**src/rtl/alu_exec_stage.sv**
```systemverilog
// ----------------------------------------------------------------------------
// alu_exec_stage
//   Execute stage of a small register-file datapath. Single-cycle ALU ops
//   (ADD/SUB/AND/OR/XOR/SLL/SRL) write back one cycle after acceptance.
//   MUL is an optional iterative shift-add multiplier (DW steps, one per clock)
//   that returns the low DW bits of the product.
//
//   Build option: define ALU_MUL_EN to include the MULT state and multiplier
//   datapath. Without it, opcode 111 is accepted and discarded (no write-back,
//   flags untouched) and busy is tied low.
//
// Ports
//   clk, rst          clock, asynchronous active-high reset
//   in_valid/in_ready operand bundle handshake (accept when both high)
//   op, busA, busB,rd opcode, source operands, destination index
//   wb_rw, wb_busW    write-back index/data, held between completions
//   wb_wren           one-cycle write-back strobe
//   flag_z, flag_c    zero/carry of the last written-back result
//   busy              multiply in progress
//
// state | meaning
// IDLE  | ready; single-cycle ops complete here, MUL starts here
// MULT  | shift-add multiply, one step per cycle, DW steps
// ----------------------------------------------------------------------------
module alu_exec_stage #(
    parameter int DW = 16,
    parameter int AW = 5
) (
    input  logic          clk,
    input  logic          rst,
    input  logic          in_valid,
    output logic          in_ready,
    input  logic [2:0]    op,
    input  logic [DW-1:0] busA,
    input  logic [DW-1:0] busB,
    input  logic [AW-1:0] rd,
    output logic [AW-1:0] wb_rw,
    output logic [DW-1:0] wb_busW,
    output logic          wb_wren,
    output logic          flag_z,
    output logic          flag_c,
    output logic          busy
);

    localparam logic [2:0] OP_ADD = 3'b000;
    localparam logic [2:0] OP_SUB = 3'b001;
    localparam logic [2:0] OP_AND = 3'b010;
    localparam logic [2:0] OP_OR  = 3'b011;
    localparam logic [2:0] OP_XOR = 3'b100;
    localparam logic [2:0] OP_SLL = 3'b101;
    localparam logic [2:0] OP_SRL = 3'b110;
    localparam logic [2:0] OP_MUL = 3'b111;

    logic          accept;
    logic [DW-1:0] alu_res;
    logic          alu_carry;

    logic          wb_wren_q, wb_wren_d;
    logic [DW-1:0] wb_busW_q, wb_busW_d;
    logic [AW-1:0] wb_rw_q,   wb_rw_d;
    logic          flag_z_q,  flag_z_d;
    logic          flag_c_q,  flag_c_d;

    assign accept = in_valid && in_ready;

    // Single-cycle ALU. MUL (and the disabled-MUL case) yields nothing here.
    always_comb begin
        alu_res   = '0;
        alu_carry = 1'b0;
        case (op)
            OP_ADD:  {alu_carry, alu_res} = {1'b0, busA} + {1'b0, busB};
            OP_SUB: begin
                alu_res   = busA - busB;
                alu_carry = (busA < busB);
            end
            OP_AND:  alu_res = busA & busB;
            OP_OR:   alu_res = busA | busB;
            OP_XOR:  alu_res = busA ^ busB;
            OP_SLL:  alu_res = busA << busB[3:0];
            OP_SRL:  alu_res = busA >> busB[3:0];
            default: alu_res = '0;
        endcase
    end

`ifdef ALU_MUL_EN
    localparam int CW = $clog2(DW);
    localparam logic [CW-1:0] CNT_LAST = CW'(DW - 1);

    typedef enum logic {IDLE = 1'b0, MULT = 1'b1} state_t;

    state_t        state_q, state_d;
    logic [CW-1:0] cnt_q;
    logic [DW-1:0] mul_a_q, mul_b_q, acc_q;
    logic [AW-1:0] mul_rd_q;
    logic [DW-1:0] mul_sum;
    logic          mul_done;

    // Partial sum including the current step; on the last step this is the product.
    assign mul_sum  = acc_q + (mul_b_q[0] ? mul_a_q : '0);
    assign mul_done = (state_q == MULT) && (cnt_q == CNT_LAST);

    always_ff @(posedge clk or posedge rst) begin
        if (rst) state_q <= IDLE;
        else     state_q <= state_d;
    end

    always_comb begin
        state_d = state_q;
        case (state_q)
            IDLE:    if (accept && op == OP_MUL) state_d = MULT;
            MULT:    if (cnt_q == CNT_LAST) state_d = IDLE;
            default: state_d = IDLE;
        endcase
    end

    always_comb begin
        in_ready = (state_q == IDLE);
        busy     = (state_q == MULT);
    end

    always_ff @(posedge clk or posedge rst) begin
        if (rst) begin
            cnt_q    <= '0;
            mul_a_q  <= '0;
            mul_b_q  <= '0;
            acc_q    <= '0;
            mul_rd_q <= '0;
        end else if (accept && op == OP_MUL) begin
            cnt_q    <= '0;
            mul_a_q  <= busA;
            mul_b_q  <= busB;
            acc_q    <= '0;
            mul_rd_q <= rd;
        end else if (state_q == MULT) begin
            cnt_q   <= mul_done ? '0 : cnt_q + 1'b1;
            acc_q   <= mul_sum;
            mul_a_q <= mul_a_q << 1;
            mul_b_q <= mul_b_q >> 1;
        end
    end
`else
    assign in_ready = 1'b1;
    assign busy     = 1'b0;
`endif

    // Write-back: pulse on completion, otherwise hold index/data/flags.
    always_comb begin
        wb_wren_d = 1'b0;
        wb_busW_d = wb_busW_q;
        wb_rw_d   = wb_rw_q;
        flag_z_d  = flag_z_q;
        flag_c_d  = flag_c_q;
        if (accept && op != OP_MUL) begin
            wb_wren_d = 1'b1;
            wb_busW_d = alu_res;
            wb_rw_d   = rd;
            flag_z_d  = (alu_res == '0);
            flag_c_d  = alu_carry;
        end
`ifdef ALU_MUL_EN
        else if (mul_done) begin
            wb_wren_d = 1'b1;
            wb_busW_d = mul_sum;
            wb_rw_d   = mul_rd_q;
            flag_z_d  = (mul_sum == '0);
            flag_c_d  = 1'b0;
        end
`endif
    end

    always_ff @(posedge clk or posedge rst) begin
        if (rst) begin
            wb_wren_q <= 1'b0;
            wb_busW_q <= '0;
            wb_rw_q   <= '0;
            flag_z_q  <= 1'b0;
            flag_c_q  <= 1'b0;
        end else begin
            wb_wren_q <= wb_wren_d;
            wb_busW_q <= wb_busW_d;
            wb_rw_q   <= wb_rw_d;
            flag_z_q  <= flag_z_d;
            flag_c_q  <= flag_c_d;
        end
    end

    assign wb_wren = wb_wren_q;
    assign wb_busW = wb_busW_q;
    assign wb_rw   = wb_rw_q;
    assign flag_z  = flag_z_q;
    assign flag_c  = flag_c_q;

endmodule
```
**config.mk**
```make
export PLATFORM = sky130hd
export DESIGN_NAME = alu_exec_stage
export DESIGN_NICKNAME = d
export VERILOG_FILES = /design/src/rtl/alu_exec_stage.sv
export SDC_FILE = /design/constraint.sdc
export NUM_CORES = 1
export LEC_CHECK = 0
export BUFFER_PORTS_ARGS = -buffer_cell sky130_fd_sc_hd__buf_2
export CAP_MARGIN = 20
export CORE_ASPECT_RATIO = 1.1
export CORE_MARGIN = 3
export CORE_UTILIZATION = 40
export CTS_CLUSTER_SIZE = 20
export DETAILED_ROUTE_END_ITERATION = 7
export PLACE_DENSITY = 0.62
export RECOVER_POWER = 50
export SETUP_SLACK_MARGIN = 0.05
export SLEW_MARGIN = 0
export SYNTH_ARGS = -nofsm -noshare
export SYNTH_HDL_FRONTEND = slang
export SYNTH_SLANG_ARGS = --single-unit
```
**constraint.sdc**
```tcl
create_clock -name clk -period 0.96 [get_ports clk]
set_input_delay 0.096 -clock clk [delete_from_list [all_inputs] [get_ports clk]]
set_output_delay 0.096 -clock clk [all_outputs]
set_load 0.05 [all_outputs]
```
==> Word-level counts from Yosys, hierarchy flattened <==
Cells that the tools add are included.
{ "classes": {"addsub": 2, "mul": 0, "div_mod_pow": 0, "n_lt_le_gt_ge": 1, "eq_ne": 7, "shift": 2, "n_mux": 3, "bitwise": 3, "reduce_logical": 3} }
{ "ops": {"columns": ["cell", "count"], "rows": [
  ["$pmux W16 S7", 1],
  ["$add A16 B16 Y17", 1],
  ["$and A16 B16 Y16", 1],
  ["$logic_not A16 Y1", 1],
  ["$lt A16 B16 Y1", 1],
  ["$or A16 B16 Y16", 1],
  ["$shl A16 B4 Y16", 1],
  ["$shr A16 B4 Y16", 1],
  ["$sub A16 B16 Y16", 1],
  ["$xor A16 B16 Y16", 1],
  ["$eq A3 B3 Y1 const B", 3],
  ["$eq A3 B2 Y1 const B", 2],
  ["$eq A3 B1 Y1 const B", 1],
  ["$logic_not A3 Y1", 1],
  ["$ne A3 B3 Y1 const B", 1],
  ["$pmux W1 S2", 1],
  ["$logic_and A1 B1 Y1", 1],
  ["$mux W1", 1]
]} }
{ "totals": {"reg_bits": 24, "latch_bits": 0, "ram_bits": 0, "rom_bits": 0, "inputBits": 43, "elab_cells": 26, "memories": 0} }

==> Longest topological paths before layout <==
{ "depth": {"depth_word": 3, "ltp_mapped": 14} }

==> Worst setup path after synthesis <==
OpenSTA, ideal clock, no wires.
{ "synth_path": {"path_type": "in2reg", "from": "input busB[2]", "to": "register flag_z_q, in the netlist flag_z", "arrival_ns": 2.868, "path_slack_ns": -2.030, "path_stages": 13, "path_buffers": 3, "path_cell_list": "buf_2 inv_1 buf_1 ha_1 buf_2 nor2b_1 o31a_1 o211ai_1 a21oi_1 or4b_1 a211oi_1 a211oi_1 a32o_1"} }
{ "synth_via": {"elab_chain_cells": 3, "word_cells_on_any_way": 9, "classes_between": "add/sub (2); shift (2); mux (1); bitwise (3); reduce/logical (1)"} }
{ "synth_rtl": {"columns": ["item", "line", "text"], "rows": [
  ["start, declared", "35", "input logic [DW-1:0] busB,"],
  ["$sub A16 B16 Y16 (tied with other cells)", "73", "alu_res = busA - busB;"],
  ["$pmux W16 S7 (*)", "70", "case (op)"],
  ["$logic_not A16 Y1 (*)", "157", "flag_z_d = (alu_res == '0);"],
  ["end signal, assigned", "182", "flag_z_q <= flag_z_d;"],
  ["end, declared", "61", "logic flag_z_q, flag_z_d;"]
]} }
Every way passes the cells marked *; elsewhere a longest branch is shown, timed or not.
A chain may end at the register's enable or synchronous reset.

==> Worst setup path after layout <==
{ "layout_path": {"from": "input busB[0]", "to": "register flag_z_q, in the netlist flag_z"} }
The elaborated chain is that of the path after synthesis.

==> metrics.md <==
| Metric | Value |
|---|---|
| Routed vias/inst | 5.82 |
| Layout Nets | about 1.1k |
| Yosys reg bits | 24 |
| PD cells | ~910 nW/um^2 |
| Ports | between 60 and 70 |
| Register Area | approximately 600 sq um |
| Detailed-route via count | ~6.6k |
| Grt total ovfl | 0 |
| Drc violations | 0 |
| Rel. slew slack | between 40% and 50% |
| DP Area | roughly 7200 sq um |
| Violated checks | negative setup slack |
| Min-delay worst type | in -> reg |
| Post-synth EDFFs | 0 |
| Tmin final | between 2 and 2.5 ns |
| GPL Wtd Cong | around 1.0 |
| Die area | 13300 sq um |
| Share of cells above drive strength 1 | 56.1% |
| F_max | 0.426 GHz |
| CP required | between 1 and 1.5 ns |
| Largest net degree at the start of global routing | 36 |
| Mapped Area | about 4800 sq um |
| Slowest cell delay on critical path | 0.55 ns |
| Vias in the first global route | roughly 6.7k |
| Max FO, Critical Path | 3 |
| Ant diodes | 0 |
| Die height | about 120 um |
| Commonest non-fill, non-tap cell in the layout | buf_4 |
| Slowest stage cell, crit path | or4b_4 |
| R2R Path Start | flag_c |
| Initial core utilization | around 41% |
| Crit path cell chain | buf_12, ha_4, inv_2, fa_2, nor2b_4, o31a_1, o211ai_1, buf_4, a21oi_2, or4b_4, a211oi_4, a211oi_4, a32o_1 |
| Setup crit start kind | input port |
| Overall Power | roughly 8.1 mW |
| First-pass GRT wire length | about 35 mm |
| CTS Root Cell | clkbuf_16 |
| Most frequent cells in the layout | buf_4, nand2_1, buf_6 |
| Drt wl/cell | 20.2 um |
| Worst vdd ir | between 1500 and 2000 uV |
| Internal | 4.59 mW |
| Final setup fails | 18 |
| Core region area | 11600 sq um |
| Clock Latency Late Sink | approximately 0.26 ns |
| CP startpoint | busB[0] |
| Tcrit/Tclk final | 245% |
| Prevailing post-synth register cell | dfrtp_1 |
| CTS HTree Levels | 1 |
| Setup CP Type | in -> reg |
| Sw frac | a little over two fifths |
| CTS tree | yes |
| Max Root-Sink Buffers | 2 |
| Setup slack, reg-to-reg | 0.12 ns |
| Site Rows | slightly above 40 |
| Top cell by count, worst path | a211oi_4 |
| GRT Total Usage | about a third |
| Post-synthesis sequential area ratio | about 13% |
| Clk sinks | 24 |
| Slew Viols, Final | 0 |
| Gate Count Post-Synth | between 600 and 700 |
| Horiz. Die Dim | between 100 and 150 um |
| Cell area after layout | 8900 sq um |
| Crit path to | flag_z |
| Synthesized Nets | between 700 and 800 |
| Worst-path clk slew | around 0.06 ns |
| Comb pwr share | about 73% |
| Ys async rst share | 100% |
| Area occupied by multi-input gates | 4730 sq um |
| Area grow syn2layout | 85.9% |
| Final wirelength | approximately 23 mm |
| CTS buffer count | 3 |
| Sw power | 3.52 mW |
| Slack of the critical path | -1.39 ns |
| Buffers on Ports | 66 |
| RSZ-0062 raised after global routing | yes |
| HPWL after DPL | 17.6 mm |
| Worst slew pin tran | ~0.75 ns |
| Status | complete, but fails checks |
| Worst Skew | 0 ns |
| Seq pwr share | between 10% and 20% |
| Count of different cell masters after synthesis | 73 |
| Antenna violations before repair | 0 |
| Iter 0 DRT Violations | roughly 460 |
| Post-detailed-route count of antenna-violating nets | 0 |
| Clk network pwr share | 10.8% |
| Hold Fails Final Rpt | 0 |
| Number of fill cells | approximately 830 |
| CP Capture Type | register |
| Max-cap violations | 0 |
| Synth warnings | 0 |
| DRT Pass-1 Iters | 6 |
| Leak pwr | 4.10 nW |
| Syn_area_per_cell | approximately 7.4 sq um |
| Worst R2R Path Depth | 2 |
| Crit Reg-Reg Endpoint | flag_c |
| Worst Path Arrival | 2.49 ns |
==> flip-flops by register name, summed over array words and instances (netlist names) <==
register / count
wb_busW: 16
wb_rw: 5
flag_c: 1
flag_z: 1
wb_wren: 1
==> how the worst min path moves through the flow <==
stage               depth (start not counted)  slack, ns  startpoint          end
global placement                            3       0.15         rst  wb_busW[10]
global route                                3       0.05       rd[2]     wb_rw[2]
CTS                                         3       0.03       rd[2]     wb_rw[2]
detailed placement                          3       0.16         rst  wb_busW[10]
floorplan                                   1       0.11         rst       flag_c
finish                                      3       0.04       rd[2]     wb_rw[2]
==> timing repair <==
action / CTS / global route
endpoints found under the hold margin: 24 / 0
pin swaps: 61 / 52
hold buffers: 1 / 0
buffers inserted: 38 / 12
resized for setup: 227 / 80
setup endpoints to repair: 47 / 46
==> synth_stat cells, types with 6 or more instances <==
cell      instances  share of area (%)
nor2b_1           9                1.2
a21oi_1          46                4.8
ha_1             50                 13
a211oi_1          6               0.94
inv_1            48                3.8
mux2i_1          19                4.0
dfrtp_1          24                 13
clkbuf_1         21                1.6
nand2b_1          9                1.2
a22oi_1          19                3.0
a31oi_1          10                1.3
nand2_1          73                5.7
mux2_2           16                3.8
mux4_2            6                2.8
o21ai_0          31                3.2
o211ai_1         13                2.0
nand3_1          17                1.8
a221o_1           6                1.3
nor3_1           19                2.0
nor2_1           53                4.2
buf_2            13                1.4
a21o_1            8                1.3
and3_1            7               0.91
o22ai_1          12                1.6
==> per-stage QoR <==
stage | utilization (%) | instances | setup slack [ns] | hold slack, ns | setup TNS (ns)
after floorplan | - | 650 | -1.70 | 0.111 | -19.60
after global placement | 62.2 | 1084 | -2.20 | 0.147 | -30.34
after detailed placement | 62.2 | 1084 | -2.24 | 0.158 | -30.88
after CTS | 73.5 | 1124 | -1.39 | 0.0319 | -19.30
after global routing | 76.8 | 1130 | -1.53 | 0.0486 | -21.22
final | 76.8 | 1130 | -1.39 | 0.0358 | -19.58
==> critical path, delay by kind of cell <==
| kind | cells | cell delay, ns |
|---|---|---|
| adders and majority gates | 2 | 0.38 |
| buffers and inverters | 3 | 0.33 |
| and+or+nand+nor | 2 | 0.60 |
| AOI/OAI and AO/OA | 6 | 1.08 |
==> per-layer routing <==
layer,share of wire [%],GRT usage [%]
met1,39,40.7
met2,49,57.8
met3,6.9,5.02
met4,5.1,14.0
met5,0,0
==> cell type report <==
class | instances | share of cell area, %
multi-input combinational | 529 | 53.1
clock buffer | 3 | 0.843
timing repair buffer | 375 | 34.7
tap | 150 | 2.11
sequential | 24 | 6.75
inverter | 49 | 2.45
==> power groups by stage <==
stage	Sequential (mW)	Combinational, mW	Clock (mW)
4_1_cts	1.29	5.46	0.883
3_5_place_dp	1.27	4.48	0
6_report	1.29	5.95	0.878
5_1_grt	1.30	6.30	0.929
2_1_floorplan	1.82	1.94	0
3_3_place_gp	1.26	4.43	0
==> cells by family (layout without fill, tap and decap cells) <==
family / Yosys count / after routing / synth area share [%]
multiplexers: 46 / 46 / 12.7
buffers and inverters: 97 / 427 / 8.96
adder cells (fa/ha/maj): 52 / 52 / 13.9
XOR/XNOR: 8 / 8 / 1.46
AND/OR/NAND/NOR: 217 / 217 / 21.4
other: 2 / 2 / 0.157
flip-flops: 24 / 24 / 12.5
AO/OA/AOI/OAI: 204 / 204 / 28.8
Power figures use the tool's default switching activity.
